**config.mk**
```make
export PLATFORM = sky130hd
export DESIGN_NAME = echo_meter
export DESIGN_NICKNAME = d
export VERILOG_FILES = /design/src/rtl/ultrasonido_pkg.sv /design/src/rtl/tick_gen_us.sv /design/src/rtl/echo_meter.sv
export SDC_FILE = /design/constraint.sdc
export NUM_CORES = 1
export LEC_CHECK = 0
export BUFFER_PORTS_ARGS = -buffer_cell sky130_fd_sc_hd__buf_4
export CAP_MARGIN = 15
export CORE_UTILIZATION = 35
export DETAILED_ROUTE_END_ITERATION = 7
export GPL_TIMING_DRIVEN = 0
export SLEW_MARGIN = 10
export SYNTH_ARGS = -nofsm -noshare
export SYNTH_HDL_FRONTEND = slang
export SYNTH_SLANG_ARGS = --single-unit
export TNS_END_PERCENT = 10
```
**constraint.sdc**
```tcl
create_clock -name clk -period 4.1 [get_ports clk]
set_clock_uncertainty 0.15 [all_clocks]
set_input_delay 0.615 -clock clk [delete_from_list [all_inputs] [get_ports clk]]
set_output_delay 0.615 -clock clk [all_outputs]
set_load 0.02 [all_outputs]
```
**src/rtl/ultrasonido_pkg.sv**
```systemverilog
// Shared definitions for the ultrasonic ranging path (trigger/divider and echo sides).
package ultrasonido_pkg;

  typedef enum logic [1:0] {
    IDLE,
    WAIT_RISE,
    MEASURE,
    DONE
  } echo_state_t;

  localparam int unsigned US_TICK_DIV_DEF     = 100;
  localparam int unsigned ECHO_TIMEOUT_US_DEF = 38000;

endpackage

```
**src/rtl/tick_gen_us.sv**
```systemverilog
// Microsecond prescaler: counting half of the divider, reused as a one-cycle tick strobe.
module tick_gen_us
  import ultrasonido_pkg::*;
#(
  parameter int unsigned TICK_DIV = US_TICK_DIV_DEF
) (
  input  logic clk,
  input  logic rst_n,
  input  logic clr,
  input  logic en,
  output logic tick
);

  localparam int unsigned PW = (TICK_DIV > 1) ? $clog2(TICK_DIV) : 1;

  logic [PW-1:0] pre;
  logic [PW-1:0] base;

  // clr together with en restarts the count and still counts the current cycle
  always_comb begin
    base = clr ? '0 : pre;
    tick = en && (base == PW'(TICK_DIV - 1));
  end

  always_ff @(posedge clk) begin
    if (!rst_n) begin
      pre <= '0;
    end else if (tick) begin
      pre <= '0;
    end else if (en) begin
      pre <= base + PW'(1);
    end else begin
      pre <= base;
    end
  end

endmodule

```
**src/rtl/echo_meter.sv**
```systemverilog
// HC-SR04 echo receiver: synchronises the echo pin, times its high phase in
// microseconds and reports width/timeout with a one-cycle done strobe.
module echo_meter
  import ultrasonido_pkg::*;
#(
  parameter int unsigned TICK_DIV   = US_TICK_DIV_DEF,
  parameter int unsigned WIDTH      = 16,
  parameter int unsigned TIMEOUT_US = ECHO_TIMEOUT_US_DEF
) (
  input  logic             clk,
  input  logic             rst_n,
  input  logic             start,
  input  logic             echo,
  output logic             busy,
  output logic             done,
  output logic [WIDTH-1:0] width_us,
  output logic             timeout
);

  echo_state_t      state;
  logic             echo_m, echo_s, echo_d;
  logic             rise, fall, clr, en, tick, hit;
  logic [WIDTH-1:0] us_cnt, us_next;

  tick_gen_us #(.TICK_DIV(TICK_DIV)) u_tick (
    .clk  (clk),
    .rst_n(rst_n),
    .clr  (clr),
    .en   (en),
    .tick (tick)
  );

  // The rise cycle both clears and counts, so N high cycles yield floor(N/TICK_DIV)
  always_comb begin
    rise    = echo_s & ~echo_d;
    fall    = ~echo_s & echo_d;
    clr     = ((state == IDLE) && start) || ((state == WAIT_RISE) && rise);
    en      = (state == WAIT_RISE) || (state == MEASURE);
    hit     = (us_cnt == WIDTH'(TIMEOUT_US));
    us_next = (clr ? '0 : us_cnt) + WIDTH'(tick);
  end

  always_ff @(posedge clk) begin
    if (!rst_n) begin
      state    <= IDLE;
      echo_m   <= 1'b0;
      echo_s   <= 1'b0;
      echo_d   <= 1'b0;
      us_cnt   <= '0;
      busy     <= 1'b0;
      done     <= 1'b0;
      width_us <= '0;
      timeout  <= 1'b0;
    end else begin
      echo_m <= echo;
      echo_s <= echo_m;
      echo_d <= echo_s;
      us_cnt <= us_next;
      done   <= 1'b0;
      unique case (state)
        IDLE: begin
          if (start) begin
            state    <= WAIT_RISE;
            busy     <= 1'b1;
            width_us <= '0;
            timeout  <= 1'b0;
          end
        end
        WAIT_RISE: begin
          if (rise) begin
            state <= MEASURE;
          end else if (hit) begin
            state    <= DONE;
            done     <= 1'b1;
            timeout  <= 1'b1;
            width_us <= '0;
          end
        end
        MEASURE: begin
          if (fall) begin
            state    <= DONE;
            done     <= 1'b1;
            timeout  <= 1'b0;
            width_us <= us_cnt;
          end else if (hit) begin
            state    <= DONE;
            done     <= 1'b1;
            timeout  <= 1'b1;
            width_us <= WIDTH'(TIMEOUT_US);
          end
        end
        DONE: begin
          state <= IDLE;
          busy  <= 1'b0;
        end
        default: state <= IDLE;
      endcase
    end
  end

endmodule

```
==> results_dict.tcl, run 1 <==
set metrics [dict create \
    num-fill-cells 664 \
    postSynth.asyncResetShare 0 \
    critPathMostFrequentCell "sky130_fd_sc_hd__ha_1" \
    die_span_in_y_um 84 \
    grt_max_degree 13 \
    port_buffers 21 \
    first_pass_iters 6 \
    regArea_um2 941 \
    clk_pin_slew_worst_paths_ns 0.08 \
    antenna_cells 0 \
    rows 29 \
    worstPathBufferInverterCount 2 \
    layout.cells.non_filler 359 \
    placed_area_um2 2610 \
    detailed_place_hpwl_mm 3.49 \
    hold_viol 0 \
    pwr_density_cell_nw_per_um2 332 \
    hold-path-cell-count 1 \
    routed_wire_length_per_instance_um 13.3 \
    max-vdd-ir-drop_v 0.000122 \
    reg2regPathDepth 15 \
    slowest_delay_ns 0.39 \
    htree_num_levels 2 \
    tritoncts "built" \
    critical_path.max_fanout 10 \
    worst-endpoint-arrival_ns 3.75 \
    start_util 0.366 \
    drive_above_1_share 0.177 \
    design.final.nets 296 \
    synth_top_cell_by_area "sky130_fd_sc_hd__dfxtp_1" \
    fin_area_um2 2690 \
    setup_slack_ns 0.428 \
    num_vias 1854 \
    run_status "finished with violations" \
    clk_pwr_share 0.294 \
    detail_route.iter0.violations 121 \
    grt_first_pass_wirelength_mm 8.36 \
    worstSetupEndpointType "flip-flop" \
    layout_common_cells "47 x sky130_fd_sc_hd__dfxtp_1, 35 x sky130_fd_sc_hd__nand2_1, 23 x sky130_fd_sc_hd__buf_4" \
    critical-path-top-delay-family "simple AND/OR/NAND/NOR gates" \
    design.portCount 23 \
    yosysWarnings 0 \
    transition_at_the_pin_with_the_smallest_max_transition_slack_ns 0.374 \
    maxCapViolations 0 \
    count_of_unique_library_cells_instantiated_by_yosys 49 \
    failed_checks "DRC" \
    drc 3 \
    most_common_library_cell_in_the_layout_ignoring_fill_and_taps "sky130_fd_sc_hd__dfxtp_1" \
    antenna_left 0 \
    syn-cell-area_um2 2350 \
    cts_root_buffer_type "sky130_fd_sc_hd__clkbuf_8" \
    gr_overflow_total 0 \
    syn_avg_cell_area_um2 9.27 \
    worst_slew_margin_rel 0.750 \
    final-max-slew-violation-count 0 \
    worst_case_setup_slack_after_placement_ns 0.218 \
    yosys.area.top_type_share 0.400 \
    crit_path_top_delay_cell "sky130_fd_sc_hd__or3_1" \
    area_growth_pct 14.5 \
    share_of_power_burned_in_registers 0.526 \
    grt_util_all_layers 0.148 \
    combinationalPowerShare 0.180 \
    timing.critical_path.depth 15 \
    placer_congestion_estimate 0.774 \
    ys_seq_area_frac 0.400 \
    grt_antenna_before_repair 0 \
    sum_neg_setup_slack_ns 0 \
    synth_seq_cells 47 \
    post-route-min-period_ns 3.67 \
    chipWidth_um 84 \
    synth-edff-count 0 \
    post-place-cells 352 \
    worst_hold_path_type "flip-flop to flip-flop" \
    netlist_top_cells_area "sky130_fd_sc_hd__dfxtp_1 40%, sky130_fd_sc_hd__mux2i_1 7.2%, sky130_fd_sc_hd__nand2_1 5.6%" \
    switching_share 0.268 \
    max_freq_mhz 272 \
    final_min_period_over_clock_period 0.896 \
    finalHoldWorstSlack_ns 0.296 \
    timing.critical_path.cells "inv_1, ha_2, nand3b_1, clkbuf_4, and3_1, ha_1, and3_1, nand4b_1, nor2_1, ha_1, ha_1, and4_1, nand4_1, or3_1, a21oi_1" \
    worst-endpoint-required_ns 4.18 \
    wirelength_mm 4.77 \
    multiInputGateArea_um2 1270 \
    postSynth.topFlopCell "sky130_fd_sc_hd__dfxtp_1" \
    total_switching_power_uw 239 \
    setup_violations 0 \
    count_of_clock_tree_sinks 47 \
    area_of_the_die_um2 7060 \
    p_leak_uw 0.00107 \
    maximum_buffer_depth_of_the_clock_tree 2 \
    detail_route.vias_per_cell 5.16 \
    intPower_uw 654 \
    coreArea_um2 6420 \
    cts_buffer_count 5 \
    syn-num-nets 267 \
    vias_in_the_first_global_route 1749 \
    timing.setup.critical_path_class "flip-flop to flip-flop" \
    grt_setup_unrepaired "no" \
    critPathLaunchType "flip-flop" \
    clk_latency_ns 0.30 \
    netlist_instances 254 \
]
-- path summary, 6_finish.rpt --
path,start,end,slack [ns]
hold reg to reg,echo_m,echo_s,0.30
setup / recovery,state[1],us_cnt[10],0.43
setup reg to reg,state[1],us_cnt[10],0.43
hold / removal,echo_m,echo_s,0.30
-- power groups by stage --
stage,Clock [uW],Sequential [uW],Combinational (uW)
final,262,470,161
after global routing,289,472,175
after CTS,270,470,162
after detailed placement,0,481,161
after global placement,0,480,161
after floorplan,0,482,130
-- cell type report --
cell class | count | share of cell area
plain buffers | 14 | 0.0497
clock buffers | 6 | 0.0269
inverters | 5 | 0.00697
multi-input cells | 188 | 0.470
flip-flops and latches | 47 | 0.349
well taps | 77 | 0.0358
repair buffers | 22 | 0.0613
-- cells in the mapped netlist, types with 3 or more instances --
master / instances
sky130_fd_sc_hd__and2_1: 6
sky130_fd_sc_hd__clkbuf_1: 3
sky130_fd_sc_hd__ha_1: 9
sky130_fd_sc_hd__o211ai_1: 6
sky130_fd_sc_hd__nand4_1: 7
sky130_fd_sc_hd__a21oi_1: 13
sky130_fd_sc_hd__nor2_1: 17
sky130_fd_sc_hd__o31ai_1: 6
sky130_fd_sc_hd__xor2_1: 7
sky130_fd_sc_hd__inv_1: 5
sky130_fd_sc_hd__nand3_1: 8
sky130_fd_sc_hd__xnor2_1: 5
sky130_fd_sc_hd__or3_1: 3
sky130_fd_sc_hd__dfxtp_1: 47
sky130_fd_sc_hd__and3_1: 11
sky130_fd_sc_hd__mux2i_1: 17
sky130_fd_sc_hd__nand2_1: 35
sky130_fd_sc_hd__buf_2: 3
sky130_fd_sc_hd__or4_1: 4
sky130_fd_sc_hd__o21ai_0: 6
-- cells by family (layout without fill, tap and decap cells) --
| logic type | Yosys count | count (layout) | synth area share |
|---|---|---|---|
| and+or+nand+nor | 112 | 112 | 0.263 |
| DFF | 47 | 47 | 0.400 |
| AOI/OAI and AO/OA | 38 | 38 | 0.110 |
| buffers and inverters | 19 | 47 | 0.0633 |
| muxes | 17 | 17 | 0.0723 |
| xor gates and xnor gates | 12 | 12 | 0.0447 |
| adders and majority gates | 9 | 9 | 0.0478 |
-- repair_timing --
item / in CTS / in global routing
endpoints found under the setup margin: 0 / 3
resized for setup: 0 / 5
hold buffers: 0 / 0
setup buffers: 0 / 1
-- layer usage --
layer / up-vias / GRT usage / routed length [um]
met2: 30 / 0.233 / 2150
li1: 956 / - / -
met5: - / 0 / 0
met3: 7 / 0.0366 / 186
met1: 861 / 0.191 / 2350
met4: 0 / 0.0643 / 84
-- metrics by stage --
| stage | util | power [uW] |
|---|---|---|
| finish | 0.419 | 893 |
| detailed placement | 0.406 | 642 |
| CTS | 0.417 | 902 |
| floorplan | - | 612 |
| global route | 0.419 | 936 |
| global placement | 0.406 | 641 |
-- sequential cells by signal (all words and copies together), names as in the netlist --
register and count:
done 1, width_us 16, state 2, echo_m 1
echo_s 1, us_cnt 16, u_tick.pre 7, busy 1
echo_d 1, timeout 1
No activity file was read; power rests on OpenSTA's default activity.
==> run 2: changes to the inputs <==
CORE_UTILIZATION = 40   (was 35)
==> run 2 against run 1 <==
Against the previous run: the run now ends clean; cell area increased by 0.65%; via count decreased by 1.5%; flip-flop and latch count unchanged; sequential power about the same; register-to-register slack worse by 0.02 ns; power rose by 1.7%; critical path depth is the same; utilization increased by 6.7 points; non-clock buffer count grew 1; die area fell by 12%; worst setup slack lost 0.023 ns.
==> results_dict.tcl, run 2 (synthesis gave the netlist of run 1 again) <==
set metrics [dict create \
    cts_buffer_count 5 \
    start_util 0.422 \
    gr_overflow_total 0 \
    count_of_clock_tree_sinks 47 \
    fin_area_um2 2710 \
    design.final.nets 297 \
    crit-reg2reg-launch "state[1]" \
    share_of_power_burned_in_registers 0.518 \
    chipWidth_um 78.7 \
    area_of_the_die_um2 6190 \
    intPower_uw 659 \
    post-layout-total-power_uw 909 \
    wirelength_mm 4.73 \
    critPathLaunch "state[1]" \
    detailed_place_hpwl_mm 3.45 \
    worst_hold_path_type "flip-flop to flip-flop" \
    coreArea_um2 5570 \
    drc 0 \
    reg2regPathDepth 15 \
    switching_share 0.275 \
    p_leak_uw 0.00108 \
    worstSetupEndpointType "flip-flop" \
    setup_violations 0 \
    vias_in_the_first_global_route 1726 \
    num-fill-cells 560 \
    area_growth_pct 15.2 \
    first_pass_iters 4 \
    cts_root_buffer_type "sky130_fd_sc_hd__clkbuf_8" \
    port_buffers 21 \
    antenna_left 0 \
    routed_wire_length_per_instance_um 13.3 \
    antenna_cells 0 \
    maximum_buffer_depth_of_the_clock_tree 2 \
    postLayoutCoreUtil 0.486 \
    num_vias 1827 \
    worst-endpoint-arrival_ns 3.77 \
    placer_congestion_estimate 0.806 \
    hold_viol 0 \
    post-route-min-period_ns 3.70 \
    hold_buffers 0 \
    clk_latency_ns 0.30 \
    cp-endpoint "us_cnt[12]" \
    grt_first_pass_wirelength_mm 7.89 \
    worstReg2RegEnd "us_cnt[12]" \
    timing.setup.critical_path_class "flip-flop to flip-flop" \
    maxCapViolations 0 \
    htree_num_levels 2 \
    detail_route.vias_per_cell 5.12 \
    drive_above_1_share 0.189 \
    layout_common_cells "47 x sky130_fd_sc_hd__dfxtp_1, 35 x sky130_fd_sc_hd__nand2_1, 24 x sky130_fd_sc_hd__buf_4" \
    max_freq_mhz 271 \
    worst-endpoint-required_ns 4.17 \
    clk_pwr_share 0.302 \
    grt_max_degree 16 \
    total_switching_power_uw 250 \
    worst_slew_margin_rel 0.733 \
    max-vdd-ir-drop_v 0.000152 \
    hold-path-cell-count 1 \
    tritoncts "built" \
    critPathLaunchType "flip-flop" \
    design.portCount 23 \
    pwr_density_cell_nw_per_um2 335 \
    final_min_period_over_clock_period 0.901 \
    run_status "finished, final reports clean" \
    clk_pin_slew_worst_paths_ns 0.09 \
    rows 27 \
    combinationalPowerShare 0.180 \
    grt_util_all_layers 0.163 \
    grt_antenna_before_repair 0 \
    detail_route.iter0.violations 53 \
    final-max-slew-violation-count 0 \
    sum_neg_setup_slack_ns 0 \
    die_span_in_y_um 78.7 \
    transition_at_the_pin_with_the_smallest_max_transition_slack_ns 0.400 \
    placed_area_um2 2600 \
    grt_setup_unrepaired "no" \
    largest_registers "us_cnt x16, width_us x16, u_tick.pre x7" \
    most_common_library_cell_in_the_layout_ignoring_fill_and_taps "sky130_fd_sc_hd__dfxtp_1" \
    regArea_um2 941 \
    multiInputGateArea_um2 1270 \
    reg2reg_setup_slack_ns 0.40 \
    critical_path.max_fanout 10 \
]
[run 2: layout make-up]
cell class / count / share of cell area
Buffer: 14 / 0.0494
Clock buffer: 5 / 0.0254
Clock inverter: 3 / 0.00738
Inverter: 5 / 0.00692
Multi-Input combinational cell: 188 / 0.467
Sequential cell: 47 / 0.347
Tap cell: 72 / 0.0332
Timing Repair Buffer: 23 / 0.0637
[run 2: metrics by stage]
stage	hold slack, ns	cells	setup WS (ns)
final	0.295	357	0.405
after global routing	0.306	357	0.0344
after CTS	0.292	355	0.228
after detailed placement	0.271	347	0.243
after global placement	0.272	347	0.264
after floorplan	0.262	254	0.862
[run 2: worst min path at each step]
stage	from	end	slack (ns)
after floorplan	echo_m	echo_s	0.26
final	echo_m	echo_s	0.30
after global placement	echo_m	echo_s	0.27
after global routing	echo_m	echo_s	0.31
after detailed placement	echo_m	echo_s	0.27
after CTS	echo_m	echo_s	0.29
[run 2: power by group through the flow]
stage / combinational, uW / sequential, uW / clock (uW)
after global placement: 162 / 480 / 0
after floorplan: 130 / 482 / 0
after global routing: 178 / 472 / 312
after CTS: 164 / 470 / 288
after detailed placement: 163 / 481 / 0
final: 164 / 470 / 275
[run 2: per-layer routing]
metal,part of all wire,vias up,global-route usage,wire length [um]
met2,0.45,27,0.265,2120
met4,0.0085,0,0.0463,40
met5,0,-,0,0
met1,0.51,844,0.211,2430
li1,-,952,-,-
met3,0.030,4,0.0414,140
[run 2: repair_timing]
action	4_1_cts	5_1_grt
buffers inserted	0	2
setup endpoints to repair	0	3
gates resized for setup	0	4
[run 2: worst max-delay path, cell delays in order, from the launching register on]
cell and delay [ns]:
sky130_fd_sc_hd__dfxtp_1 0.38, sky130_fd_sc_hd__inv_1 0.12, sky130_fd_sc_hd__ha_2 0.25, sky130_fd_sc_hd__nand3b_1 0.16, sky130_fd_sc_hd__clkbuf_4 0.22, sky130_fd_sc_hd__and3_1 0.21
sky130_fd_sc_hd__ha_1 0.21, sky130_fd_sc_hd__and3_1 0.22, sky130_fd_sc_hd__nand4b_1 0.16, sky130_fd_sc_hd__nor2_1 0.13, sky130_fd_sc_hd__ha_1 0.20, sky130_fd_sc_hd__ha_1 0.21
sky130_fd_sc_hd__and4_1 0.22, sky130_fd_sc_hd__nand4_1 0.24, sky130_fd_sc_hd__or3_1 0.38, sky130_fd_sc_hd__a21oi_1 0.15
==> run 3: changes to the inputs <==
ABC_AREA = 1   (was default)
PLACE_DENSITY_LB_ADDON = 0.3   (was default)
SYNTH_HIERARCHICAL = 1   (was default)
==> run 3 against run 2 <==
Against the previous run: final cell count up 31%; largest power group unchanged; clock-buffer cell count unchanged; synthesized cell count rose by 42%; hold slack worse by 0.021 ns; first-iteration DRC count increased by 81%; the flow now finishes with violations (DRC); combinational power rose by 36%; via count rose by 27%; sequential share of layout area decreased by 3.9 points; register-to-register slack gained 0.42 ns; worst setup slack better by 0.42 ns; die area grew 15%.
==> results_dict.tcl, run 3 <==
set metrics [dict create \
    largest_registers "us_cnt x16, width_us x16, u_tick/pre x7" \
    rows 29 \
    hold_buffers 0 \
    count_of_clock_tree_sinks 47 \
    grt_util_all_layers 0.177 \
    detailed_place_hpwl_mm 4.48 \
    cts_root_buffer_type "sky130_fd_sc_hd__clkbuf_8" \
    syn-num-nets 373 \
    start_util 0.420 \
    post-route-min-period_ns 3.28 \
    grt_max_degree 15 \
    maximum_buffer_depth_of_the_clock_tree 2 \
    die_span_in_y_um 84.3 \
    p_leak_uw 0.00134 \
    yosys.area.top_type_share 0.347 \
    drc 2 \
    max_freq_mhz 305 \
    hold_viol 0 \
    post_cts.resized_instances 0 \
    pwr_density_cell_nw_per_um2 326 \
    grt_first_pass_wirelength_mm 10.1 \
    reg2regPathDepth 21 \
    synth-edff-count 0 \
    reg2reg_setup_slack_ns 0.82 \
    netlist_top_cells_area "sky130_fd_sc_hd__dfxtp_1 35%, sky130_fd_sc_hd__nand2_1 9.3%, sky130_fd_sc_hd__inv_1 6.5%" \
    critPathLaunchType "flip-flop" \
    worst_hold_path_type "flip-flop to flip-flop" \
    crit_path_top_delay_cell "sky130_fd_sc_hd__dfxtp_1" \
    design.final.nets 402 \
    drive_above_1_share 0.236 \
    postSynth.topFlopCell "sky130_fd_sc_hd__dfxtp_1" \
    placer_congestion_estimate 0.851 \
    postSynth.asyncResetShare 0 \
    sum_neg_setup_slack_ns 0 \
    first_pass_iters 6 \
    transition_at_the_pin_with_the_smallest_max_transition_slack_ns 0.608 \
    antenna_left 0 \
    synthMostInstantiatedCell "sky130_fd_sc_hd__nand2_1" \
    cp-endpoint "us_cnt[10]" \
    detail_route.iter0.violations 96 \
    vias_in_the_first_global_route 2250 \
    synth_top_cell_by_area "sky130_fd_sc_hd__dfxtp_1" \
    antenna_cells 0 \
    worstReg2RegEnd "us_cnt[10]" \
    synthMuxAreaShare 0 \
    clk_pin_slew_worst_paths_ns 0.10 \
    coreArea_um2 6460 \
    port_buffers 22 \
    detail_route.vias_per_cell 4.95 \
    layout_common_cells "67 x sky130_fd_sc_hd__nand2_1, 47 x sky130_fd_sc_hd__inv_1, 47 x sky130_fd_sc_hd__dfxtp_1" \
    layout.cells.non_filler 467 \
    max-vdd-ir-drop_v 0.000181 \
    critical_path.max_fanout 8 \
    gr_overflow_total 0 \
    tritoncts "built" \
    syn_avg_cell_area_um2 7.51 \
    worstSetupEndpointType "flip-flop" \
    wirelength_mm 5.78 \
    timing.setup.critical_path_class "flip-flop to flip-flop" \
    compound_gate_fraction_of_synth_area 0.119 \
    clk_latency_ns 0.31 \
    num_vias 2313 \
    synth-simple-area-share 0.372 \
    num-fill-cells 647 \
    area_of_the_die_um2 7110 \
    grt_antenna_before_repair 0 \
    htree_num_levels 2 \
    routed_wire_length_per_instance_um 12.4 \
    post_cts.repair.setup_buffers 0 \
    worst_slew_margin_rel 0.595 \
    slowest_delay_ns 0.40 \
    syn-cell-area_um2 2710 \
    timing.critical_path.cells "inv_1, ha_1, nand2_2, nand2_4, inv_4, nand2_1, inv_1, ha_1, nand2_2, nor2_2, nand2_2, inv_1, ha_1, ha_1, nand2_1, inv_1, nand3_1, nor2_4, nand3_2, o21ai_1, nor2_1" \
    synth_xor_xnor_area_share 0.00969 \
    synth.cells.most_frequent "67 x sky130_fd_sc_hd__nand2_1, 47 x sky130_fd_sc_hd__dfxtp_1, 47 x sky130_fd_sc_hd__inv_1" \
    crit-reg2reg-launch "state[0]" \
    failed_checks "DRC" \
    final-max-slew-violation-count 0 \
    area_growth_pct 12.7 \
    final_min_period_over_clock_period 0.799 \
    worst-endpoint-arrival_ns 3.34 \
    postLayoutCoreUtil 0.473 \
    synth_seq_cells 47 \
    chipWidth_um 84.3 \
    cts_buffer_count 5 \
    grt_setup_unrepaired "no" \
    worst-endpoint-required_ns 4.17 \
    post-place-cells 460 \
    synth_top_family_by_area "simple AND/OR/NAND/NOR gates" \
    yosysWarnings 6 \
    finalHoldWorstSlack_ns 0.274 \
    count_of_unique_library_cells_instantiated_by_yosys 37 \
    ys_seq_area_frac 0.347 \
    maxCapViolations 0 \
    critPathLaunch "state[0]" \
    run_status "finished with violations" \
    netlist_instances 361 \
    design.portCount 23 \
    setup_violations 0 \
    most_common_library_cell_in_the_layout_ignoring_fill_and_taps "sky130_fd_sc_hd__nand2_1" \
    post_synth_fa_ha_maj_area_fraction 0.0369 \
]
==> run 3: cell count changes after synthesis, moves of 17 or more <==
| cell | change |
|---|---|
| sky130_fd_sc_hd__nand2_1 | +32 |
| sky130_fd_sc_hd__mux2i_1 | -17 |
| sky130_fd_sc_hd__inv_1 | +42 |
| sky130_fd_sc_hd__nor2_1 | +29 |
==> run 3: worst max-delay path, delay by kind of cell, from the launching register on <==
family	cells	cell delay, ns
compound gates	1	0.13
simple gates	11	1.30
buf+inv	5	0.45
flops	1	0.40
fa+ha+maj	4	0.76
==> run 3: routing by layer <==
metal  GRT usage  routed length (um)
met1       0.227                2730
met2       0.293                2730
met3      0.0403                 210
met4      0.0647                 107
met5           0                   0
==> run 3: through the flow <==
stage,worst slack [ns],power (uW),cell area [um2]
detailed placement,0.794,731,2970
floorplan,1.25,664,2710
global placement,0.851,728,2970
global route,0.524,1050,3060
CTS,0.796,1010,3060
finish,0.823,996,3060
==> run 3: area by class of cell <==
class,count,area [um2],share of cell area
Clock buffer,5,68.8,0.0225
Inverter,53,206,0.0676
Multi-Input combinational cell,249,1460,0.477
Timing Repair Buffer,22,165,0.0541
Buffer,12,105,0.0344
Tap cell,77,96.3,0.0315
Clock inverter,2,13.8,0.00450
Sequential cell,47,941,0.308
==> run 3: cell families after synthesis <==
group           after synthesis
flops                        47
fa+ha+maj                     8
xor+xnor                      3
simple gates                184
buf+inv                      65
compound gates               54
==> run 3: power breakdown <==
part / switching, uW / total, uW / leakage, uW / internal (uW)
registers: 13.8 / 496 / 0.000383 / 482
logic: 133 / 223 / 0.000914 / 90.0
clock network: 160 / 277 / 0.0000440 / 117
==> run 3: worst min path at each step <==
| stage | start | end | slack [ns] | cells past startpoint |
|---|---|---|---|---|
| after detailed placement | echo_m | echo_s | 0.26 | 2 |
| after CTS | echo_m | echo_s | 0.28 | 2 |
| final | echo_m | echo_s | 0.27 | 2 |
| after floorplan | echo_m | echo_s | 0.24 | 2 |
| after global placement | echo_m | echo_s | 0.24 | 2 |
| after global routing | echo_m | echo_s | 0.30 | 2 |
